## src/rtl/ram_initiator_pkg.sv

```systemverilog
// Shared constants for the RAM-cell access controller: state encoding, default widths,
// and write-strobe polarity.
package ram_initiator_pkg;

  localparam int unsigned ADDR_W_DEF = 2;
  localparam int unsigned DATA_W_DEF = 4;

  localparam logic R_W_WRITE = 1'b1;
  localparam logic R_W_READ  = 1'b0;

  localparam logic [2:0] ST_IDLE   = 3'd0;
  localparam logic [2:0] ST_SETUP  = 3'd1;
  localparam logic [2:0] ST_STROBE = 3'd2;
  localparam logic [2:0] ST_HOLD   = 3'd3;
  localparam logic [2:0] ST_SAMPLE = 3'd4;
  localparam logic [2:0] ST_VERIFY = 3'd5;
  localparam logic [2:0] ST_RESP   = 3'd6;

  // States in which the addressed word must stay selected.
  function automatic logic sel_active(input logic [2:0] st);
    return (st == ST_SETUP) || (st == ST_STROBE) || (st == ST_HOLD) ||
           (st == ST_SAMPLE) || (st == ST_VERIFY);
  endfunction

endpackage

```

## src/rtl/ram_initiator_addr_onehot_decoder.sv

```systemverilog
// Binary address to one-hot word select; all-zero output while disabled.
module addr_onehot_decoder #(
  parameter int unsigned ADDR_W = 2
) (
  input  logic                 i_en,
  input  logic [ADDR_W-1:0]    i_addr,
  output logic [2**ADDR_W-1:0] o_onehot
);

  always_comb begin
    o_onehot = '0;
    if (i_en) begin
      o_onehot[i_addr] = 1'b1;
    end
  end

endmodule

```

## src/rtl/ram_initiator.sv

```systemverilog
// Request-driven setup/strobe/hold access sequencer for the 1-bit RAM cell bank.
// Define RAM_WRITE_VERIFY_EN to add a read-back VERIFY step after every write.
module ram_initiator
  import ram_initiator_pkg::*;
#(
  parameter int unsigned ADDR_W = ADDR_W_DEF,
  parameter int unsigned DATA_W = DATA_W_DEF
) (
  input  logic                 clk,
  input  logic                 clear,
  input  logic                 req_valid,
  output logic                 req_ready,
  input  logic                 req_we,
  input  logic [ADDR_W-1:0]    req_addr,
  input  logic [DATA_W-1:0]    req_wdata,
  output logic                 resp_valid,
  output logic [DATA_W-1:0]    resp_rdata,
  output logic                 resp_err,
  output logic [2**ADDR_W-1:0] ram_sel,
  output logic                 ram_r_w,
  output logic [DATA_W-1:0]    ram_wdata,
  input  logic [DATA_W-1:0]    ram_rdata
);

  logic [2:0]           r_state;
  logic [2:0]           w_state_d;
  logic                 r_we;
  logic [ADDR_W-1:0]    r_addr;
  logic [DATA_W-1:0]    r_wdata;
  logic [2**ADDR_W-1:0] r_sel;
  logic [2**ADDR_W-1:0] w_sel;
  logic                 r_rw;
  logic                 w_rw;
  logic [DATA_W-1:0]    r_rdata;
  logic                 w_accept;
  logic [ADDR_W-1:0]    w_dec_addr;

  assign req_ready = (r_state == ST_IDLE) && !clear;
  assign w_accept  = req_valid && req_ready;

  always_comb begin
    w_state_d = r_state;
    unique case (r_state)
      ST_IDLE:   if (w_accept) w_state_d = ST_SETUP;
      ST_SETUP:  w_state_d = r_we ? ST_STROBE : ST_SAMPLE;
      ST_STROBE: w_state_d = ST_HOLD;
`ifdef RAM_WRITE_VERIFY_EN
      ST_HOLD:   w_state_d = ST_VERIFY;
      ST_VERIFY: w_state_d = ST_RESP;
`else
      ST_HOLD:   w_state_d = ST_RESP;
`endif
      ST_SAMPLE: w_state_d = ST_RESP;
      ST_RESP:   w_state_d = ST_IDLE;
      default:   w_state_d = ST_IDLE;
    endcase
  end

  // Array drive is computed from the next state so it is registered and glitch-free.
  assign w_dec_addr = w_accept ? req_addr : r_addr;
  assign w_rw       = (w_state_d == ST_STROBE) ? R_W_WRITE : R_W_READ;

  addr_onehot_decoder #(
    .ADDR_W (ADDR_W)
  ) u_dec (
    .i_en     (sel_active(w_state_d)),
    .i_addr   (w_dec_addr),
    .o_onehot (w_sel)
  );

`ifdef RAM_WRITE_VERIFY_EN
  logic r_err;

  always_ff @(posedge clk or posedge clear) begin
    if (clear) begin
      r_err <= 1'b0;
    end else if (r_state == ST_VERIFY) begin
      r_err <= (ram_rdata != r_wdata);
    end else if (r_state == ST_RESP) begin
      r_err <= 1'b0;
    end
  end

  assign resp_err = r_err;
`else
  assign resp_err = 1'b0;
`endif

  always_ff @(posedge clk or posedge clear) begin
    if (clear) begin
      r_state <= ST_IDLE;
      r_we    <= 1'b0;
      r_addr  <= '0;
      r_wdata <= '0;
      r_sel   <= '0;
      r_rw    <= R_W_READ;
      r_rdata <= '0;
    end else begin
      r_state <= w_state_d;
      r_sel   <= w_sel;
      r_rw    <= w_rw;
      if (w_accept) begin
        r_we    <= req_we;
        r_addr  <= req_addr;
        r_wdata <= req_wdata;
      end
      if (r_state == ST_SAMPLE) begin
        r_rdata <= ram_rdata;
      end
`ifdef RAM_WRITE_VERIFY_EN
      if (r_state == ST_VERIFY) begin
        r_rdata <= ram_rdata;
      end
`else
      if (r_state == ST_HOLD) begin
        r_rdata <= '0;
      end
`endif
    end
  end

  assign resp_valid = (r_state == ST_RESP);
  assign resp_rdata = r_rdata;
  assign ram_sel    = r_sel;
  assign ram_r_w    = r_rw;
  assign ram_wdata  = r_wdata;

endmodule

```

## config.mk

```make
export PLATFORM = sky130hd
export DESIGN_NAME = ram_initiator
export DESIGN_NICKNAME = d
export VERILOG_FILES = /design/src/rtl/ram_initiator_pkg.sv /design/src/rtl/ram_initiator_addr_onehot_decoder.sv /design/src/rtl/ram_initiator.sv
export SDC_FILE = /design/constraint.sdc
export NUM_CORES = 1
export LEC_CHECK = 0
export CORE_ASPECT_RATIO = 1.4
export CORE_MARGIN = 2
export CORE_UTILIZATION = 43
export DETAILED_ROUTE_END_ITERATION = 6
export GPL_TIMING_DRIVEN = 0
export PLACE_DENSITY = 0.75
export SYNTH_ARGS = -nofsm -noshare
export SYNTH_HDL_FRONTEND = slang
export SYNTH_SLANG_ARGS = --single-unit
```

## constraint.sdc

```tcl
create_clock -name clk -period 2.2 [get_ports clk]
set_input_delay 0.33 -clock clk [delete_from_list [all_inputs] [get_ports clk]]
set_output_delay 0.33 -clock clk [all_outputs]
set_load 0.05 [all_outputs]
```

After elaboration in Yosys (flattened, before gate mapping)
Cells that the tools add are included.
- register bits: 19
- bits in latches: 0
- bits in writable memories: 0
- ROM bits: 0
- bits of input ports: 14
- output and inout port bits: 16
- logic and storage cells: 40
- memories: 0
- $add $sub $neg: 0
- multipliers: 0
- div/mod/pow operators: 0
- $lt $le $gt $ge: 2
- equal/unequal tests: 10
- shift-type cells: 0
- mux-type cells: 10
- bitwise logic cells: 0
- reductions and logical operators: 11
- operators with widths (kind ; number):
    == test 3 x 2 -> 1 bit, second input constant ; 4
    == test 3 bit, second input constant ; 4
    2-to-1 mux 4 bit ; 3
    one-hot mux 3 bit (4 select lines) ; 1
    == test 3 x 1 -> 1 bit, second input constant ; 2
    2-to-1 mux 3 bit ; 2
    logical OR 1 bit ; 4
    logical AND 1 bit ; 3
    logical NOT 3 bit ; 1
    less-than comparator 2 x 3 -> 1 bit, second input constant ; 1
    demux 1 bit (select 2 bit) ; 1
    greater-or-equal comparator 2 x 1 -> 1 bit, second input constant ; 1
    2-to-1 mux 1 bit ; 2
    2-to-1 mux 2 bit ; 1
    nonzero test 2 bit ; 1
    OR reduction 2 bit ; 1
    logical NOT 1 bit ; 1

Logic depth before layout (Yosys ltp)
- depth in word-level cells: 11
- mapped depth: 5
- gate-level depth less buffers: 4

Modules after synthesis
From an unflattened synthesis, not the netlist that was laid out.
- cell total of the unflattened synthesis: 63
- area total of the unflattened synthesis: 802.0 um^2
- by module, submodules not included (module ; instances ; cells each ; area an instance (um^2) ; sequential area each (um^2)):
    ram_initiator ; 1 ; 59 ; 764.5 ; 475.5
    addr_onehot_decoder ; 1 ; 4 ; 37.5 ; 0.0

Least setup slack after synthesis
OpenSTA, ideal clock, no wires.
- path type: reg-to-reg
- from: register r_state[2]
- to: register r_addr[0]
- setup time: 0.125 ns
- arrival: 1.693 ns
- required time: 2.075 ns
- setup slack: 0.382 ns
- cell stages (with the launch flop): 6
- path buffers: 1
- clock period less this slack: 1.818 ns
- path through: dfrtp_1 > buf_6 > or4_4 > inv_2 > nand2_4 > mux2_2
- word-level cells in the longest chain between the ends: 4
- RTL lines (element ; line ; source):
    start, declared ; ram_initiator.sv:25 ; logic [2:0] r_state;
    start signal, assigned ; ram_initiator.sv:99 ; r_state <= w_state_d;
    logical NOT 3 bit ; ram_initiator.sv:38 ; assign req_ready = (r_state == ST_IDLE) && !clear;
    logical AND 1 bit ; ram_initiator.sv:38 ;
    net req_ready ; ram_initiator.sv:12 ; output logic req_ready,
    logical AND 1 bit ; ram_initiator.sv:39 ; assign w_accept = req_valid && req_ready;
    2-to-1 mux 2 bit ; -- ;
    net u_dec.i_addr[0] ; ram_initiator_addr_onehot_decoder.sv:6 ; input logic [ADDR_W-1:0] i_addr,
    end signal, assigned ; ram_initiator.sv:104 ; r_addr <= req_addr;
    end, declared ; ram_initiator.sv:28 ; logic [ADDR_W-1:0] r_addr;
The timed path passes the listed nets, and every way through them passes these cells.
A chain may end at the register's enable or synchronous reset.

Final worst setup path
- from: register r_state[2]
- to: output port req_ready
- word-level cells in the longest chain between the ends: 2
- RTL lines (element ; line):
    logical NOT 3 bit ; ram_initiator.sv:38
    logical AND 1 bit ; ram_initiator.sv:38
    end, declared ; ram_initiator.sv:12
Every way passes these cells.

==> results <==
==> metal layers <==
metal / wire [um] / up-vias / GRT usage, %
met3: 85 / 5 / 2.85
met4: 48 / 0 / 8.76
met5: 0 / - / 0
met1: 677 / 361 / 15.5
met2: 986 / 29 / 31.3
li1: - / 341 / -
==> power by group <==
part           leakage, nW  internal, mW  switching (mW)  total (mW)
combinational        0.256         0.402           0.673        1.07
sequential           0.241         0.500           0.104       0.604
clock               0.0150        0.0709           0.104       0.175
==> cells by family (layout without fill, tap and decap cells) <==
| logic type | Yosys count | in the layout | synth area share [%] |
|---|---|---|---|
| AOI/OAI and AO/OA | 22 | 22 | 13.9 |
| and+or+nand+nor | 22 | 22 | 16.5 |
| DFF | 19 | 19 | 55.2 |
| buffers and inverters | 8 | 39 | 4.79 |
| muxes | 7 | 7 | 9.14 |
| other | 1 | 1 | 0.435 |
==> area by class of cell <==
type	instances	share of cell area (%)
timing repair buffer	28	23.3
buffer	4	2.21
sequential	19	40.0
clock buffer	4	2.21
multi-input combinational	52	29.1
inverter	3	0.948
tap	21	2.21
==> sequential cells by signal (all words and copies together) (netlist names) <==
| register | count |
|---|---|
| r_addr | 2 |
| r_state | 3 |
| r_we | 1 |
| ram_r_w | 1 |
| ram_sel | 4 |
| ram_wdata | 4 |
| resp_rdata | 4 |
==> per-stage QoR <==
stage                     hold slack, ps  setup TNS [ps]  util, %
after floorplan                      281               0        -
after global placement               488            -403     60.7
after detailed placement             497            -419     60.7
after CTS                            512               0     61.7
after global routing                 541               0     61.7
final                                486               0     61.7
==> path summary, 6_finish.rpt <==
check                                         startpoint                       end
worst max-delay path                r_state[2]$_DFF_PP0_                 req_ready
min in group clk                ram_wdata[1]$_DFFE_PP0P_  ram_wdata[1]$_DFFE_PP0P_
worst min register to register  ram_wdata[1]$_DFFE_PP0P_  ram_wdata[1]$_DFFE_PP0P_
worst min-delay path                               clear       r_addr[1]$_DFF_PP0_
max in group asynchronous                          clear         ram_r_w$_DFF_PP0_
worst max register to register      r_state[2]$_DFF_PP0_      ram_sel[0]$_DFF_PP0_
==> synth_stat cells, types with 2 or more instances <==
master | number | area (um^2)
o21ai_0 | 6 | 30.0
mux2_2 | 7 | 78.8
clkbuf_1 | 3 | 11.3
nor2_1 | 6 | 22.5
nor2b_1 | 4 | 25.0
nand4b_1 | 2 | 17.5
nand2b_1 | 2 | 12.5
a21oi_1 | 10 | 50.1
dfrtp_1 | 19 | 475
inv_1 | 2 | 7.51
o22ai_1 | 4 | 25.0
==> timing repair <==
action / in CTS / in global routing
hold buffers: 0 / 0
gates cloned: 0 / 0
resized for setup: 6 / 1
endpoints found under the setup margin: 2 / 1
==> flow_summary_export.csv <==
group,metric,value,unit
yosys,syn_inst,79,
die,die_x,41.8,um
power,max-vdd-ir-drop,959,uV
cells_and_area,fillerInstances,183,
timing,clock.fmax,0.471,GHz
yosys,ys_ff_latch,19,
placement,place_ws,-419,ps
worst_setup_path,cp_cell_sequence,"buf_6 > or4_4 > inv_2 > clkbuf_4",
worst_setup_path,crit_type,"flop to output port",
worst_setup_path,cp-end-kind,"output port",
yosys,synth.cell_area,862,um^2
cells_and_area,nNetsFinal,125,
timing,worst_slew_pin_slew,704,ps
worst_setup_path,cp_max_fo,10,
global_routing,grt_pass1_vias,779,
yosys,synthDistinctLibCells,25,
worst_setup_path,max_stage_delay,570,ps
global_routing,grt_max_degree,20,
clocking,clockBufferDepth,2,
timing,fin_crit_sh,96.6,%
die,core_area,1930,um^2
yosys,synth_edf_count,0,
die,io_pins,30,
clocking,cts_setup_buffers,0,
global_routing,grt-ovfl-total,0,
worst_setup_path,slowest_stage,"or4_4",
yosys,yosys_warnings,0,
drt,dr.pass1.iters,4,
drt,drc,0,
power,fin_total_pwr,1.85,mW
cells_and_area,final_common_cell,"clkdlybuf4s50_1",
timing,relSlewSlack,53.0,%
worst_setup_path,worst_r2r_path_depth,4,
global_routing,antenna_found_initial,0,
die,die_area,2380,um^2
drt,drt_wl_total,1800,um
timing,maxSlewViolCount,0,
worst_setup_path,cp.buffers_inverters,3,
drt,vias_per_cell,5.62,
clocking,numCtsBuffers,3,
placement,gp_congestion,0.727,
global_routing,grt_pass1_wl,2960,um
yosys,async_flop_share,100,%
yosys,yosysSeqAreaShare,55.2,%
worst_setup_path,r2r_slack,450,ps
timing,finalCriticalPeriod,2130,ps
timing,hold_viol,0,
yosys,syn-num-nets,93,
cells_and_area,stdcell_area,1190,um^2
die,rows,19,
run_status,status,"finished clean",
placement,numPlacedInstances,128,
cells_and_area,final_cell_mix,"clkdlybuf4s50_1 (26), dfrtp_1 (19), a21oi_1 (10)",
die,initial_utilization,44.8,%
worst_setup_path,cp-start-kind,"flop",
timing,rsz0062_at_grt,"no",
yosys,syn_area_per_cell,10.9,um^2
timing,setup_slack,74.6,ps
power,p_per_area,1560,nW/um^2
drt,drt-initial-drc-count,16,
clocking,cts_tree,"done",
clocking,insertion_delay,300,ps
flow_run,maxCapViolCount,0,
timing,setup_viol,0,
clocking,cts.sink_count,19,
worst_setup_path,crit_required,1870,ps
placement,dp_hpwl,1360,um
timing,finClkSkew,4.29,ps
cells_and_area,ff_latch_area,475,um^2
cells_and_area,multi_input_area,345,um^2
worst_setup_path,cpLargestDelayFamily,"simple AND/OR/NAND/NOR gates",
die,fp.dieH,57.0,um
cells_and_area,antenna_cells,0,
yosys,synth-main-ff-cell,"dfrtp_1",
worst_setup_path,worst-path-stages,4,
cells_and_area,drive_above_1_share,15.5,%
clocking,clk_pin_slew,100,ps
clocking,htreeDepth,1,
cells_and_area,syn2layout_area_growth,37.7,%
drt,routedWlPerCell,13.7,um
drt,postRouteAntennaNets,0,
global_routing,grt_usage,16.1,%
cells_and_area,final_cells,131,
placement,port_buffers,28,
clocking,root_buffer,"clkbuf_4",
worst_hold_path,hold_class,"input pin to async pin",
drt,via_count,736,
placement,placed_area,1170,um^2
power,p_leak,0.512,nW
worst_setup_path,critPathArrivalTime,1800,ps
(Power assumes the default switching activity.)
